### src/rtl/switch_nxn_arb.sv
// rtl/switch_nxn_arb.sv - NxN crossbar with per-output arbitration and one registered slot per output
// Define SWITCH_RR_ARB_EN for round-robin arbitration; otherwise the lowest requesting input index wins.
module switch_nxn_arb #(
    parameter int WIDTH = 32,
    parameter int PORTS = 4,
    localparam int DEST_W = (PORTS > 2) ? $clog2(PORTS) : 1
) (
    input  logic                    clock,
    input  logic                    reset,
    input  logic [PORTS-1:0]        io_in_valid,
    output logic [PORTS-1:0]        io_in_ready,
    input  logic [PORTS*WIDTH-1:0]  io_in_bits,
    input  logic [PORTS*DEST_W-1:0] io_in_dest,
    output logic [PORTS-1:0]        io_out_valid,
    input  logic [PORTS-1:0]        io_out_ready,
    output logic [PORTS*WIDTH-1:0]  io_out_bits,
    output logic [PORTS*DEST_W-1:0] io_out_src
);

    localparam logic [DEST_W:0] PORTS_V = (DEST_W + 1)'(PORTS);

    logic [WIDTH-1:0]  in_bits   [PORTS];
    logic [DEST_W-1:0] in_dest   [PORTS];
    logic [PORTS-1:0]  illegal;
    logic [PORTS-1:0]  req       [PORTS];
    logic [PORTS-1:0]  slot_free;
    logic [PORTS-1:0]  gnt_any;
    logic [DEST_W-1:0] gnt_idx   [PORTS];
    logic [WIDTH-1:0]  gnt_bits  [PORTS];
    logic [PORTS-1:0]  slot_valid;
    logic [WIDTH-1:0]  slot_bits [PORTS];
    logic [DEST_W-1:0] slot_src  [PORTS];
    int                idx;
`ifdef SWITCH_RR_ARB_EN
    logic [DEST_W-1:0] rr_ptr    [PORTS];
`endif

    for (genvar g = 0; g < PORTS; g++) begin : g_flat
        assign in_bits[g]                          = io_in_bits[g*WIDTH +: WIDTH];
        assign in_dest[g]                          = io_in_dest[g*DEST_W +: DEST_W];
        assign illegal[g]                          = {1'b0, in_dest[g]} >= PORTS_V;
        assign slot_free[g]                        = !slot_valid[g] || io_out_ready[g];
        assign io_out_bits[g*WIDTH +: WIDTH]       = slot_bits[g];
        assign io_out_src[g*DEST_W +: DEST_W]      = slot_src[g];
    end
    assign io_out_valid = slot_valid;

    // req[o][i]: input i wants output o this cycle
    always_comb begin
        for (int o = 0; o < PORTS; o++) begin
            req[o] = '0;
            for (int i = 0; i < PORTS; i++) begin
                req[o][i] = io_in_valid[i] && (in_dest[i] == DEST_W'(o));
            end
        end
    end

    always_comb begin
        idx = 0;
        for (int o = 0; o < PORTS; o++) begin
            gnt_any[o]  = 1'b0;
            gnt_idx[o]  = '0;
            gnt_bits[o] = '0;
            if (!reset && slot_free[o]) begin
                for (int k = 0; k < PORTS; k++) begin
`ifdef SWITCH_RR_ARB_EN
                    idx = int'(rr_ptr[o]) + k;
                    if (idx >= PORTS) idx = idx - PORTS;
`else
                    idx = k;
`endif
                    if (!gnt_any[o] && req[o][idx]) begin
                        gnt_any[o]  = 1'b1;
                        gnt_idx[o]  = DEST_W'(idx);
                        gnt_bits[o] = in_bits[idx];
                    end
                end
            end
        end
    end

    // Illegal destinations are accepted and dropped so the sender never stalls
    always_comb begin
        for (int i = 0; i < PORTS; i++) begin
            io_in_ready[i] = !reset && io_in_valid[i] && illegal[i];
            for (int o = 0; o < PORTS; o++) begin
                if (gnt_any[o] && (gnt_idx[o] == DEST_W'(i))) io_in_ready[i] = 1'b1;
            end
        end
    end

    always_ff @(posedge clock) begin
        if (reset) begin
            slot_valid <= '0;
            for (int o = 0; o < PORTS; o++) begin
                slot_bits[o] <= '0;
                slot_src[o]  <= '0;
            end
        end else begin
            for (int o = 0; o < PORTS; o++) begin
                if (gnt_any[o]) begin
                    slot_valid[o] <= 1'b1;
                    slot_bits[o]  <= gnt_bits[o];
                    slot_src[o]   <= gnt_idx[o];
                end else if (io_out_ready[o]) begin
                    slot_valid[o] <= 1'b0;
                end
            end
        end
    end

`ifdef SWITCH_RR_ARB_EN
    always_ff @(posedge clock) begin
        if (reset) begin
            for (int o = 0; o < PORTS; o++) rr_ptr[o] <= '0;
        end else begin
            for (int o = 0; o < PORTS; o++) begin
                if (gnt_any[o]) begin
                    rr_ptr[o] <= (int'(gnt_idx[o]) == PORTS - 1) ? '0 : gnt_idx[o] + 1'b1;
                end
            end
        end
    end
`endif

endmodule

### config.mk
export PLATFORM = sky130hd
export DESIGN_NAME = switch_nxn_arb
export DESIGN_NICKNAME = d
export VERILOG_FILES = /design/src/rtl/switch_nxn_arb.sv
export SDC_FILE = /design/constraint.sdc
export NUM_CORES = 1
export LEC_CHECK = 0
export CORE_MARGIN = 2
export CORE_UTILIZATION = 51
export CTS_BUF_LIST = sky130_fd_sc_hd__clkbuf_16
export CTS_CLUSTER_DIAMETER = 60
export DETAILED_ROUTE_END_ITERATION = 7
export PLACE_DENSITY = 0.87
export SYNTH_ARGS = -nofsm -noshare
export SYNTH_HDL_FRONTEND = slang
export SYNTH_SLANG_ARGS = --single-unit
### constraint.sdc
create_clock -name clock -period 6.4 [get_ports clock]
set_input_delay 1.28 -clock clock [delete_from_list [all_inputs] [get_ports clock]]
set_output_delay 1.28 -clock clock [all_outputs]
set_load 0.01 [all_outputs]
==> results.json <==
{
  "avgRoutedWirePerCell_um": 24.8,
  "vias_per_cell": 6.89,
  "fmax_mhz": 185,
  "dp_slack_ns": 1.09,
  "clk_latency_ns": 0.43,
  "yosysUniqueCellTypes": 48,
  "rr_startpoint": "io_out_valid[2]$_SDFFE_PP0P_",
  "routabilityCongestion": 0.950,
  "ys_top_cells_by_area": "edfxtp_1 (46%), nand2_1 (7.1%), o22ai_1 (6.9%), a21oi_1 (5.6%), nor3_1 (3.8%)",
  "status": "finished, final reports clean",
  "setup_viol": 0,
  "chipHeight_um": 136,
  "core-area_um2": 17200,
  "min-delay-start": "io_out_valid[0]$_SDFFE_PP0P_",
  "antenna_found_initial": 0,
  "drcViolationCount": 0,
  "yosysSeqAreaShare_pct": 46.6,
  "vias": 9957,
  "grtUsageTotal_pct": 38.1,
  "required_ns": 5.12,
  "synthToLayoutAreaGrowth_pct": 39.8,
  "rows": 48,
  "cts_root_buf": "clkbuf_16",
  "mostFrequentLayoutCells": "clkdlybuf4s50_1 (287), nand2_1 (165), edfxtp_1 (136)",
  "postCtsSetupRepairBufs": 0,
  "ir_worst_vdd_uv": 193,
  "die_w_um": 136,
  "hold_buffers": 0,
  "synth_cells": 979,
  "synth_edf_count": 136,
  "cp-start-kind": "input pin",
  "slew_violations": 0,
  "synthesis.nets": 1125,
  "syn-cell-area_um2": 8930,
  "ios": 290,
  "synth_ff_type": "edfxtp_1",
  "synthArstFlopShare_pct": 0,
  "cts_sinks": 140,
  "drt_pass1_iterations": 6,
  "nets": 1353,
  "path_clk_slew_ns": 0.06,
  "yosysWarnings": 0,
  "power_density_nw_per_um2": 223,
  "clockBufferDepth": 2,
  "tightest_slew_ns": 1.13,
  "holdWs_ns": 0.558,
  "layout_commonest_cell": "clkdlybuf4s50_1",
  "drive_above_1_share_pct": 6.64,
  "h-tree-depth": 4,
  "critical_path_arrival_ns": 4.11,
  "cts_made_buffers": 17,
  "slew_headroom_pct": 24.7,
  "routed_wirelength_mm": 35.8,
  "grt_max_degree": 68,
  "yosysTopAreaCell": "edfxtp_1",
  "finalHoldViolCount": 0,
  "grt_pass1_vias": 9447,
  "leakage_nw": 4.38,
  "drt_iter0_drc": 1910,
  "min_path_cells": 2,
  "worst_slack_ns": 1.01,
  "path_max_fanout": 31,
  "ys_seq_elements": 140,
  "floorplan.die_area_um2": 18600,
  "fin_skew_ns": 0.00831,
  "total_power_mw": 2.78,
  "setup_tns_ns": 0,
  "finalCritPeriodShare_pct": 84.3,
  "grt_pass1_wl_mm": 53.4,
  "path_class": "in2out",
  "syn_avg_cell_area_um2": 9.12,
  "period_minus_slack_ns": 5.39,
  "grt-ovfl-total": 0,
  "tritoncts": "built",
  "start_util_pct": 52.0,
  "end_kind": "output port",
  "startpoint": "io_in_dest[5]",
  "hp-class": "reg2reg",
  "r2r_setup_slack_ns": 3.64,
  "ff2ff_path_depth": 4,
  "dp_hpwl_mm": 22.0,
  "drtAntennaViolNets": 0,
  "portBuffers": 289,
  "synth_top_area_share_pct": 45.7,
  "ctsResizeCount": 0,
  "rsz0062_at_grt": "false",
  "cap_violations": 0
}
==> cells in the mapped netlist, types with 2 or more instances <==
library cell / count
edfxtp_1: 136
a31oi_1: 2
a21o_1: 35
or3b_1: 4
o221ai_1: 2
inv_1: 3
nor3b_4: 2
buf_1: 6
buf_2: 28
nor4_1: 3
clkbuf_1: 62
nor3_1: 67
nor2b_1: 6
nor2_1: 7
o2bb2ai_1: 2
nand3b_1: 5
o21ai_0: 65
buf_4: 3
nor3b_1: 32
nand3_1: 5
and2_1: 4
nand2b_1: 37
a32o_1: 30
dfxtp_1: 4
and3_1: 5
a32oi_1: 2
nor4_4: 2
a21oi_1: 100
o22ai_1: 99
a221o_1: 31
and3b_1: 5
nand2_1: 169
==> metrics by stage <==
| stage | std cells | instance area (um^2) | utilization (%) |
|---|---|---|---|
| after global routing | 1445 | 12500 | 72.6 |
| after CTS | 1445 | 12500 | 72.6 |
| after detailed placement | 1413 | 11900 | 69.1 |
| after floorplan | 979 | 8930 | - |
| after global placement | 1413 | 11900 | 69.1 |
| final | 1446 | 12500 | 72.6 |
==> power breakdown <==
group | switching [mW] | total [mW] | internal [mW]
logic | 0.344 | 0.630 | 0.286
registers | 0.0255 | 1.11 | 1.09
clock network | 0.420 | 1.04 | 0.619
==> worst paths after layout <==
path / to
max: io_in_ready[2]
min: io_out_valid[0]$_SDFFE_PP0P_
max reg2reg: slot_bits[2][0]$_SDFFCE_PN0P_
min reg2reg: io_out_valid[0]$_SDFFE_PP0P_
==> kinds of logic (layout without fill, tap and decap cells) <==
group | Yosys count | in the layout | share of synthesized area [%]
and+or+nand+nor | 358 | 358 | 20.8
buffers and inverters | 105 | 346 | 5.03
AOI/OAI and AO/OA | 376 | 376 | 27.5
DFF | 140 | 140 | 46.6
other | 0 | 1 | 0
==> sequential cells by signal, summed over array words and instances, names as in the netlist <==
signal and count:
slot_src 8, io_out_valid 4, slot_bits 128
==> routing by layer <==
metal  vias up  routed length [um]  track usage, %  part of all wire [%]
li1       4220                   -               -                     -
met4         0                1850            21.2                   5.1
met5         -                   0               0                     0
met1      4533               12300            48.1                    34
met3       185                4980            9.13                    14
met2      1019               16700            60.3                    47
==> worst max-delay path, cell delays in order <==
cell             delay, ns
clkdlybuf4s50_1       0.43
buf_4                 0.19
or3b_1                0.45
nor2_4                0.77
inv_1                 0.09
o221ai_1              0.31
clkdlybuf4s50_1       0.60
==> final cells by class <==
type	count	area (um^2)
Antenna cell	1	2.50
Clock buffer	17	425
Clock inverter	15	188
Fill cell	1305	4700
Inverter	4	15.0
Multi-Input combinational cell	734	4360
Sequential cell	140	4160
Tap cell	225	282
Timing Repair Buffer	310	3040
Power figures use the tool's default switching activity.
